## src/rtl/traffic_lights_xing_pkg.sv

```systemverilog
// Shared types for the intersection controller: phase encoding, command codes
// and the ms-to-tick conversion used for both defaults and runtime commands.
package traffic_lights_pkg;

    typedef enum logic [2:0] {
        ST_OFF          = 3'd0,
        ST_YELLOW_BLINK = 3'd1,
        ST_ALL_RED      = 3'd2,
        ST_RED_YELLOW   = 3'd3,
        ST_GREEN        = 3'd4,
        ST_GREEN_BLINK  = 3'd5,
        ST_YELLOW       = 3'd6
    } state_e;

    localparam logic [2:0] CMD_ON             = 3'd0;
    localparam logic [2:0] CMD_OFF            = 3'd1;
    localparam logic [2:0] CMD_BLINK          = 3'd2;
    localparam logic [2:0] CMD_SET_GREEN      = 3'd3;
    localparam logic [2:0] CMD_SET_YELLOW     = 3'd4;
    localparam logic [2:0] CMD_SET_ALL_RED    = 3'd5;
    localparam logic [2:0] CMD_SET_RED_YELLOW = 3'd6;

    // Saturates at the largest value a w-bit timer can hold.
    function automatic logic [31:0] ms_to_ticks(input logic [31:0] ms,
                                                input int clk_hz,
                                                input int w);
        logic [31:0] prod;
        logic [31:0] ticks;
        logic [31:0] lim;
        prod  = ms * $unsigned(clk_hz);
        ticks = prod / 32'd1000;
        lim   = (w >= 32) ? 32'hFFFF_FFFF : ((32'd1 << w) - 32'd1);
        return (ticks > lim) ? lim : ticks;
    endfunction

endpackage

```

## src/rtl/traffic_lights_xing_blink_gen.sv

```systemverilog
// Blink phase generator: lit for `half` cycles, dark for `half` cycles,
// phase 0 on the first cycle of any blinking state.
module blink_gen #(
    parameter int CNT_W = 16
) (
    input  logic             clk_0m002,
    input  logic             arst_i,
    input  logic             en,
    input  logic             restart,
    input  logic [CNT_W-1:0] half,
    output logic             lamp_on
);

    localparam logic [CNT_W:0] ONE = {{CNT_W{1'b0}}, 1'b1};

    logic [CNT_W:0] cnt;
    logic [CNT_W:0] phase;
    logic [CNT_W:0] wrap_at;

    // restart forces phase 0 even when one blinking state hands over to the other
    assign phase   = restart ? '0 : cnt;
    assign wrap_at = {half, 1'b0} - ONE;
    assign lamp_on = en && (phase < {1'b0, half});

    always_ff @(posedge clk_0m002 or posedge arst_i) begin
        if (arst_i) begin
            cnt <= '0;
        end else if (!en) begin
            cnt <= '0;
        end else if (phase >= wrap_at) begin
            cnt <= '0;
        end else begin
            cnt <= phase + ONE;
        end
    end

endmodule

```

## src/rtl/traffic_lights_xing.sv

```systemverilog
// Multi-channel intersection controller: round-robin green with all-red
// clearance, programmable per-channel green/yellow, shared blink generator.
//
// state           | meaning
// ST_OFF          | all lamps dark
// ST_YELLOW_BLINK | every yellow blinks; only state accepting configuration
// ST_ALL_RED      | clearance, every channel red
// ST_RED_YELLOW   | active channel red+yellow, others red
// ST_GREEN        | active channel green, others red
// ST_GREEN_BLINK  | active channel green blinking, others red
// ST_YELLOW       | active channel yellow, others red
module traffic_lights_xing
    import traffic_lights_pkg::*;
#(
    parameter int CHANNELS              = 2,
    parameter int CLK_FREQ_HZ           = 2000,
    parameter int TIMER_W               = 16,
    parameter int BLINK_HALF_PERIOD_MS  = 250,
    parameter int BLINK_COUNT           = 3,
    parameter int GREEN_MS_DEFAULT      = 10000,
    parameter int YELLOW_MS_DEFAULT     = 3000,
    parameter int ALL_RED_MS_DEFAULT    = 1000,
    parameter int RED_YELLOW_MS_DEFAULT = 2000
) (
    input  logic                        clk_0m002,
    input  logic                        arst_i,
    input  logic                        cmd_val_i,
    input  logic [2:0]                  cmd_type_i,
    input  logic [$clog2(CHANNELS)-1:0] cmd_chan_i,
    input  logic [15:0]                 cmd_data_i,
    output logic [CHANNELS-1:0]         red_o,
    output logic [CHANNELS-1:0]         yellow_o,
    output logic [CHANNELS-1:0]         green_o,
    output logic [2:0]                  mode_o,
    output logic [$clog2(CHANNELS)-1:0] active_ch_o
);

    localparam int CH_W = $clog2(CHANNELS);

    localparam logic [31:0] GREEN_D32  = ms_to_ticks(32'(GREEN_MS_DEFAULT), CLK_FREQ_HZ, TIMER_W);
    localparam logic [31:0] YELLOW_D32 = ms_to_ticks(32'(YELLOW_MS_DEFAULT), CLK_FREQ_HZ, TIMER_W);
    localparam logic [31:0] ALLRED_D32 = ms_to_ticks(32'(ALL_RED_MS_DEFAULT), CLK_FREQ_HZ, TIMER_W);
    localparam logic [31:0] RY_D32     = ms_to_ticks(32'(RED_YELLOW_MS_DEFAULT), CLK_FREQ_HZ, TIMER_W);
    localparam logic [31:0] HALF_D32   = ms_to_ticks(32'(BLINK_HALF_PERIOD_MS), CLK_FREQ_HZ, TIMER_W);
    localparam logic [31:0] BLINK_D32  = 32'd2 * HALF_D32 * 32'(BLINK_COUNT);

    localparam logic [TIMER_W-1:0] GREEN_DEF      = GREEN_D32[TIMER_W-1:0];
    localparam logic [TIMER_W-1:0] YELLOW_DEF     = YELLOW_D32[TIMER_W-1:0];
    localparam logic [TIMER_W-1:0] ALL_RED_DEF    = ALLRED_D32[TIMER_W-1:0];
    localparam logic [TIMER_W-1:0] RED_YELLOW_DEF = RY_D32[TIMER_W-1:0];
    localparam logic [TIMER_W-1:0] BLINK_HALF_CLK = HALF_D32[TIMER_W-1:0];
    localparam logic [TIMER_W-1:0] BLINK_DUR      = BLINK_D32[TIMER_W-1:0];
    localparam logic [TIMER_W-1:0] ONE_T          = {{(TIMER_W-1){1'b0}}, 1'b1};

    state_e             state;
    logic [CH_W-1:0]    active_ch;
    logic [TIMER_W-1:0] timer;
    logic               state_first;
    logic [TIMER_W-1:0] green_t  [CHANNELS];
    logic [TIMER_W-1:0] yellow_t [CHANNELS];
    logic [TIMER_W-1:0] all_red_t;
    logic [TIMER_W-1:0] red_yellow_t;

    logic [31:0]         cmd_t32;
    logic [TIMER_W-1:0]  cmd_ticks;
    logic                mode_cmd;
    logic                chan_ok;
    logic                running;
    logic [TIMER_W-1:0]  dur;
    logic                phase_done;
    logic [CH_W-1:0]     nxt_ch;
    logic                any_en;
    int                  idx;
    logic [CH_W-1:0]     idx_c;
    logic                blink_en;
    logic                blink_on;
    logic [CHANNELS-1:0] act_oh;
    logic [CHANNELS-1:0] red_c;
    logic [CHANNELS-1:0] yel_c;
    logic [CHANNELS-1:0] grn_c;

    assign cmd_t32   = ms_to_ticks({16'd0, cmd_data_i}, CLK_FREQ_HZ, TIMER_W);
    assign cmd_ticks = cmd_t32[TIMER_W-1:0];
    assign mode_cmd  = cmd_val_i && (cmd_type_i == CMD_ON || cmd_type_i == CMD_OFF ||
                                     cmd_type_i == CMD_BLINK);
    assign chan_ok   = 32'(cmd_chan_i) < 32'(CHANNELS);
    assign running   = (state == ST_ALL_RED) || (state == ST_RED_YELLOW) || (state == ST_GREEN) ||
                       (state == ST_GREEN_BLINK) || (state == ST_YELLOW);

    always_comb begin
        dur = '0;
        case (state)
            ST_ALL_RED:     dur = all_red_t;
            ST_RED_YELLOW:  dur = red_yellow_t;
            ST_GREEN:       dur = green_t[active_ch];
            ST_GREEN_BLINK: dur = BLINK_DUR;
            ST_YELLOW:      dur = yellow_t[active_ch];
            default:        dur = '0;
        endcase
    end

    // a zero duration still occupies one cycle
    assign phase_done = (dur <= ONE_T) || (timer == dur - ONE_T);

    // nearest enabled channel after active_ch, wrapping round to active_ch itself last
    always_comb begin
        nxt_ch = active_ch;
        any_en = 1'b0;
        idx    = 0;
        idx_c  = '0;
        for (int k = CHANNELS; k >= 1; k--) begin
            idx   = (int'(active_ch) + k) % CHANNELS;
            idx_c = idx[CH_W-1:0];
            if (green_t[idx_c] != '0) begin
                nxt_ch = idx_c;
                any_en = 1'b1;
            end
        end
    end

    always_ff @(posedge clk_0m002 or posedge arst_i) begin
        if (arst_i) begin
            state        <= ST_OFF;
            active_ch    <= '0;
            timer        <= '0;
            state_first  <= 1'b1;
            all_red_t    <= ALL_RED_DEF;
            red_yellow_t <= RED_YELLOW_DEF;
            for (int i = 0; i < CHANNELS; i++) begin
                green_t[i]  <= GREEN_DEF;
                yellow_t[i] <= YELLOW_DEF;
            end
        end else begin
            state_first <= 1'b0;
            if (mode_cmd) begin
                timer <= '0;
                case (cmd_type_i)
                    CMD_ON: begin
                        state       <= ST_ALL_RED;
                        active_ch   <= '0;
                        state_first <= 1'b1;
                    end
                    CMD_OFF: begin
                        state       <= ST_OFF;
                        state_first <= (state != ST_OFF);
                    end
                    default: begin
                        state       <= ST_YELLOW_BLINK;
                        state_first <= (state != ST_YELLOW_BLINK);
                    end
                endcase
            end else begin
                if (cmd_val_i && state == ST_YELLOW_BLINK) begin
                    case (cmd_type_i)
                        CMD_SET_GREEN:      if (chan_ok) green_t[cmd_chan_i] <= cmd_ticks;
                        CMD_SET_YELLOW:     if (chan_ok) yellow_t[cmd_chan_i] <= cmd_ticks;
                        CMD_SET_ALL_RED:    all_red_t <= cmd_ticks;
                        CMD_SET_RED_YELLOW: red_yellow_t <= cmd_ticks;
                        default: ;
                    endcase
                end
                if (running) begin
                    timer <= timer + ONE_T;
                    if (phase_done) begin
                        timer       <= '0;
                        state_first <= 1'b1;
                        case (state)
                            ST_ALL_RED: begin
                                if (green_t[active_ch] != '0) begin
                                    state <= ST_RED_YELLOW;
                                end else if (any_en) begin
                                    active_ch <= nxt_ch;
                                    state     <= ST_RED_YELLOW;
                                end else begin
                                    state_first <= 1'b0;
                                end
                            end
                            ST_RED_YELLOW:  state <= ST_GREEN;
                            ST_GREEN:       state <= ST_GREEN_BLINK;
                            ST_GREEN_BLINK: state <= ST_YELLOW;
                            ST_YELLOW: begin
                                state <= ST_ALL_RED;
                                if (any_en) active_ch <= nxt_ch;
                            end
                            default: state <= ST_OFF;
                        endcase
                    end
                end
            end
        end
    end

    assign blink_en = (state == ST_GREEN_BLINK) || (state == ST_YELLOW_BLINK);

    blink_gen #(
        .CNT_W (TIMER_W)
    ) u_blink (
        .clk_0m002 (clk_0m002),
        .arst_i    (arst_i),
        .en        (blink_en),
        .restart   (state_first),
        .half      (BLINK_HALF_CLK),
        .lamp_on   (blink_on)
    );

    always_comb begin
        act_oh = '0;
        for (int i = 0; i < CHANNELS; i++) begin
            act_oh[i] = (active_ch == CH_W'(i));
        end
    end

    always_comb begin
        red_c = '0;
        yel_c = '0;
        grn_c = '0;
        case (state)
            ST_YELLOW_BLINK: yel_c = {CHANNELS{blink_on}};
            ST_ALL_RED:      red_c = '1;
            ST_RED_YELLOW: begin
                red_c = '1;
                yel_c = act_oh;
            end
            ST_GREEN: begin
                red_c = ~act_oh;
                grn_c = act_oh;
            end
            ST_GREEN_BLINK: begin
                red_c = ~act_oh;
                grn_c = blink_on ? act_oh : '0;
            end
            ST_YELLOW: begin
                red_c = ~act_oh;
                yel_c = act_oh;
            end
            default: ;
        endcase
    end

    assign red_o       = red_c;
    assign yellow_o    = yel_c;
    assign green_o     = grn_c;
    assign mode_o      = state;
    assign active_ch_o = active_ch;

endmodule

```

## config.mk

```make
export PLATFORM = sky130hd
export DESIGN_NAME = traffic_lights_xing
export DESIGN_NICKNAME = d
export VERILOG_FILES = /design/src/rtl/traffic_lights_xing_pkg.sv /design/src/rtl/traffic_lights_xing_blink_gen.sv /design/src/rtl/traffic_lights_xing.sv
export SDC_FILE = /design/constraint.sdc
export NUM_CORES = 1
export LEC_CHECK = 0
export CAP_MARGIN = 40
export CORE_ASPECT_RATIO = 0.5
export CORE_UTILIZATION = 71
export CTS_BUF_LIST = sky130_fd_sc_hd__clkbuf_4
export DETAILED_ROUTE_END_ITERATION = 6
export PLACE_DENSITY = 0.89
export SLEW_MARGIN = 20
export SYNTH_ARGS = -nofsm -noshare
export SYNTH_HDL_FRONTEND = slang
export SYNTH_SLANG_ARGS = --single-unit
```

## constraint.sdc

```tcl
create_clock -name clk_0m002 -period 8.5 [get_ports clk_0m002]
set_clock_uncertainty 0.1 [all_clocks]
set_input_delay 1.7 -clock clk_0m002 [delete_from_list [all_inputs] [get_ports clk_0m002]]
set_output_delay 1.7 -clock clk_0m002 [all_outputs]
set_load 0.01 [all_outputs]
```

==> results.py, run 1 <==
metrics = {
    "clock_tree": {
        "clockRootBuffer": "clkbuf_4",
        "clkSinkCount": 134,
        "cts_inserted_buffers": 17,
        "cts-htree-levels": 4,
        "cts_post_setup_buffers_inserted": 54,
        "cts_hold_buf": 0,
        "clk_path_buf_depth": 2,
        "cts_resized": 214,
    },
    "logic_synthesis": {
        "synth_edf_count": 0,
        "synth_area_leader_cell": "dfrtp_1",
        "synthCells": 1894,
        "synth_cell_types": 133,
        "synthTopCellsByArea": "dfrtp_1, fa_1, dfstp_2, nand2_1, ha_1",
        "ys.flop_type": "dfrtp_1",
        "ys_seq_area_share_pct": 21.9,
        "synthTopCellsByCount": "nand2_1, nor2_1, o21ai_0",
        "synth-seq-cells": 134,
        "avgSynthCellArea_um2": 8.19,
        "synthArstFlopShare_pct": 100,
        "netlist_area_um2": 15500,
        "synth_most_common_cell": "nand2_1",
        "synth_top_area_share_pct": 15.6,
        "synth-warning-count": 0,
    },
    "status": {
        "haltStage": "clock tree synthesis (4_1_cts)",
        "error": "[ERROR DPL-0038] Utilization greater than 100%, impossible to legalize",
        "status": "did not finish",
    },
    "floorplanning": {
        "io-pin-count": 33,
        "fp.dieW_um": 211,
        "rows": 37,
        "initial_utilization_pct": 74.0,
        "die_height_um": 107,
    },
    "place": {
        "io_buffers": 32,
        "place_hpwl_mm": 47.9,
        "place.gp.congestion": 1.07,
    },
}
[per-stage QoR]
stage / area, µm² / cells / utilization, % / hold WS [ps] / setup slack, ps
2_1_floorplan: 16000 / 1900 / - / 339 / -8270
3_3_place_gp: 19700 / 2596 / 94.0 / 347 / -8550
3_5_place_dp: 19700 / 2599 / 94.2 / 359 / -9900
[cells by family after synthesis]
| family | share of synthesized area (%) |
|---|---|
| adder cells (fa/ha/maj) | 12.3 |
| flip-flops | 21.9 |
| AND/OR/NAND/NOR | 22.3 |
| XOR/XNOR | 5.98 |
| other | 0.0242 |
| multiplexers | 6.16 |
| AO/OA/AOI/OAI | 26.3 |
| buffers and inverters | 4.98 |
==> run 2, diff against run 1 <==
--- a/config.mk
+++ b/config.mk
@@ -6,11 +6,9 @@
 export NUM_CORES = 1
 export LEC_CHECK = 0
 export CAP_MARGIN = 40
-export CORE_ASPECT_RATIO = 0.5
-export CORE_UTILIZATION = 71
-export CTS_BUF_LIST = sky130_fd_sc_hd__clkbuf_4
+export CORE_UTILIZATION = 40
 export DETAILED_ROUTE_END_ITERATION = 6
-export PLACE_DENSITY = 0.89
+export PLACE_DENSITY_LB_ADDON = 0.15
 export SLEW_MARGIN = 20
 export SYNTH_ARGS = -nofsm -noshare
 export SYNTH_HDL_FRONTEND = slang
==> run 2 against run 1 <==
Against the previous run:
- the flow now finishes, with violations (negative setup slack)
- synthesized area did not move
- synthesized cell count is the same
==> results.py, run 2 <==
metrics = {
    "floorplanning": {
        "io-pin-count": 33,
        "core_area_um2": 37900,
        "fp.dieW_um": 199,
        "initial_utilization_pct": 40.9,
        "rows": 71,
        "die_height_um": 199,
        "dieArea_um2": 39600,
    },
    "critical_path": {
        "crit_slowest_cell": "fa_1",
        "reg2reg_depth": 21,
        "cp_data_arrival_time_ps": 16770,
        "rr_endpoint": "active_ch_o",
        "worstSetupPathType": "input port to register",
        "cp_slowest_stage_delay_ps": 570,
        "cp-startpoint": "cmd_data_i[2]",
        "path_max_fanout": 6,
        "end_kind": "register",
        "reg2reg_slack_ps": 3300,
        "rr_startpoint": "mode_o[0]",
        "critPathMostFrequentCell": "buf_6",
        "worst_setup_path_start_kind": "input port",
        "required_ps": 8750,
    },
    "logic_synthesis": {
        "yosys.area_share.simple_pct": 22.3,
        "synthArstFlopShare_pct": 100,
        "synth_most_common_cell": "nand2_1",
        "synth_cell_types": 133,
        "synthMuxAreaShare_pct": 6.16,
        "synthCells": 1894,
        "ys_seq_area_share_pct": 21.9,
        "synth_area_leader_cell": "dfrtp_1",
        "synth_edf_count": 0,
        "synthTopCellsByArea": "dfrtp_1, fa_1, dfstp_2, nand2_1, ha_1",
        "synth_xor_area_share_pct": 5.98,
        "synth_top_area_share_pct": 15.6,
        "ys.flop_type": "dfrtp_1",
        "synth-warning-count": 0,
        "avgSynthCellArea_um2": 8.19,
        "synth_top_family_by_area": "compound AO/OA/AOI/OAI gates",
        "synth-compound-area-share_pct": 26.3,
        "synthAdderAreaFrac_pct": 12.3,
        "netlist_area_um2": 15500,
        "synth-seq-cells": 134,
        "synthTopCellsByCount": "nand2_1, nor2_1, o21ai_0",
    },
    "hold_path": {
        "hp-start": "yellow_t[25]",
        "holdPathEnd": "yellow_t[25]",
        "min_path_type": "register to register",
        "hold_path_depth": 2,
    },
    "grt": {
        "grtUsageMet3_pct": 2.26,
        "grt_max_degree": 56,
        "grt.busiest_layer": "met2",
        "first_global_vias": 15974,
        "grt_use_total_pct": 24.2,
        "overflow": 0,
        "grt_pass1_wl_mm": 78.6,
        "met2_usage_pct": 40.4,
        "use_met1_pct": 33.5,
        "antenna_found_initial": 0,
    },
    "clock_tree": {
        "cts_inserted_buffers": 17,
        "cts_hold_buf": 0,
        "cts-htree-levels": 4,
        "clk_path_buf_depth": 2,
        "clkTransAtPathRegs_ps": 60,
        "clockRootBuffer": "clkbuf_16",
        "cts_tree": "yes",
        "clkSinkCount": 134,
        "insertion_delay_ps": 420,
    },
    "finish": {
        "area_delta_synth_final_pct": 47.5,
        "reg_top3": "green_t: 32 flops, yellow_t: 32 flops, u_blink.cnt: 17 flops",
        "final_common_cell": "buf_4",
        "drive_gt1_share_pct": 41.4,
        "stdcell_count": 2959,
        "num-fill-cells": 3414,
        "final_cell_mix": "buf_4, nand2_1, nor2_1",
        "diodes": 0,
        "fin_nets": 2572,
    },
    "timing": {
        "final-hold-violation-count": 0,
        "rsz0062_at_grt": "true",
        "post-route-min-period_ps": 16520,
        "drv_slew": 0,
        "slew_headroom_pct": 46.4,
        "fin_crit_sh_pct": 194,
        "fin_ws_ps": -8020,
        "max_freq_mhz": 60.5,
        "worst_pin_slew_ps": 804,
        "finalSetupViolations": 78,
    },
    "detailed_routing": {
        "routedWlPerCell_um": 16.3,
        "initialDrtViolationCount": 719,
        "routed_wl_mm": 48.3,
        "ant_nets": 0,
        "first_pass_iters": 7,
        "vias": 16375,
        "vias_per_cell": 5.53,
        "drc": 0,
    },
    "place": {
        "io_buffers": 32,
        "dp_cells": 2839,
        "place_hpwl_mm": 36.3,
        "place.gp.congestion": 0.893,
    },
    "status": {
        "status": "complete, but fails checks",
        "violations": "negative setup slack",
    },
    "job": {
        "drv_cap": 0,
    },
}
[run 2: cell counts after synthesis]
No cell type changed its count.
[run 2: kinds of logic (layout without fill, tap and decap cells)]
logic type,count (synthesis),count (layout)
AOI/OAI and AO/OA,563,563
DFF,134,134
and+or+nand+nor,694,694
muxes,88,89
xor gates and xnor gates,101,101
buffers and inverters,192,739
adders and majority gates,121,121
other,1,7
[run 2: cell type report]
| cell class | instances | area (µm²) | area share [%] |
|---|---|---|---|
| inverter | 101 | 400 | 1.75 |
| clock buffer | 17 | 425 | 1.86 |
| tap | 511 | 639 | 2.79 |
| clock inverter | 15 | 143 | 0.623 |
| multi-input combinational | 1575 | 13000 | 57.0 |
| sequential | 134 | 3400 | 14.9 |
| timing repair buffer | 606 | 4840 | 21.1 |
[run 2: stage by stage]
stage | area [µm²] | utilization (%) | setup TNS [ps] | hold slack (ps) | worst slack (ps)
6_report | 22900 | 60.3 | -319210 | 360 | -8020
5_1_grt | 22900 | 60.3 | -354160 | 373 | -8710
4_1_cts | 21500 | 56.6 | -342290 | 364 | -8270
3_5_place_dp | 20200 | 53.2 | -416940 | 358 | -9170
3_3_place_gp | 20100 | 53.1 | -409240 | 348 | -8940
2_1_floorplan | 16000 | - | -322100 | 339 | -8270
[run 2: metal layers]
layer | vias to the layer above | share of wire (%)
met5 | - | 0
met3 | 60 | 3.1
met1 | 7951 | 47
met4 | 0 | 1.6
met2 | 328 | 48
li1 | 8036 | -
[run 2: how the worst max path moves through the flow]
stage	slack [ps]	end
2_1_floorplan	-8270	all_red_t[0]
3_3_place_gp	-8940	all_red_t[0]
6_report	-8020	red_yellow_t[0]
4_1_cts	-8270	all_red_t[0]
3_5_place_dp	-9170	all_red_t[0]
5_1_grt	-8710	red_yellow_t[0]
[run 2: what timing repair did]
action | CTS | global route
gates cloned | 1 | 0
gates resized for setup | 127 | 207
endpoints found under the setup margin | 84 | 84
pin swaps | 47 | 122
setup buffers | 29 | 56
[run 2: worst max-delay path: cells and delay by family]
kind	cells	cell delay [ps]
multiplexers	2	610
XOR/XNOR	1	230
AO/OA/AOI/OAI	29	5850
adder cells (fa/ha/maj)	6	2440
buffers and inverters	14	1660
AND/OR/NAND/NOR	14	4280
Power of run 2 is left out: the tool's default activity adds up to more than one toggle a clock period on the data nets, which glitch-free logic cannot reach.
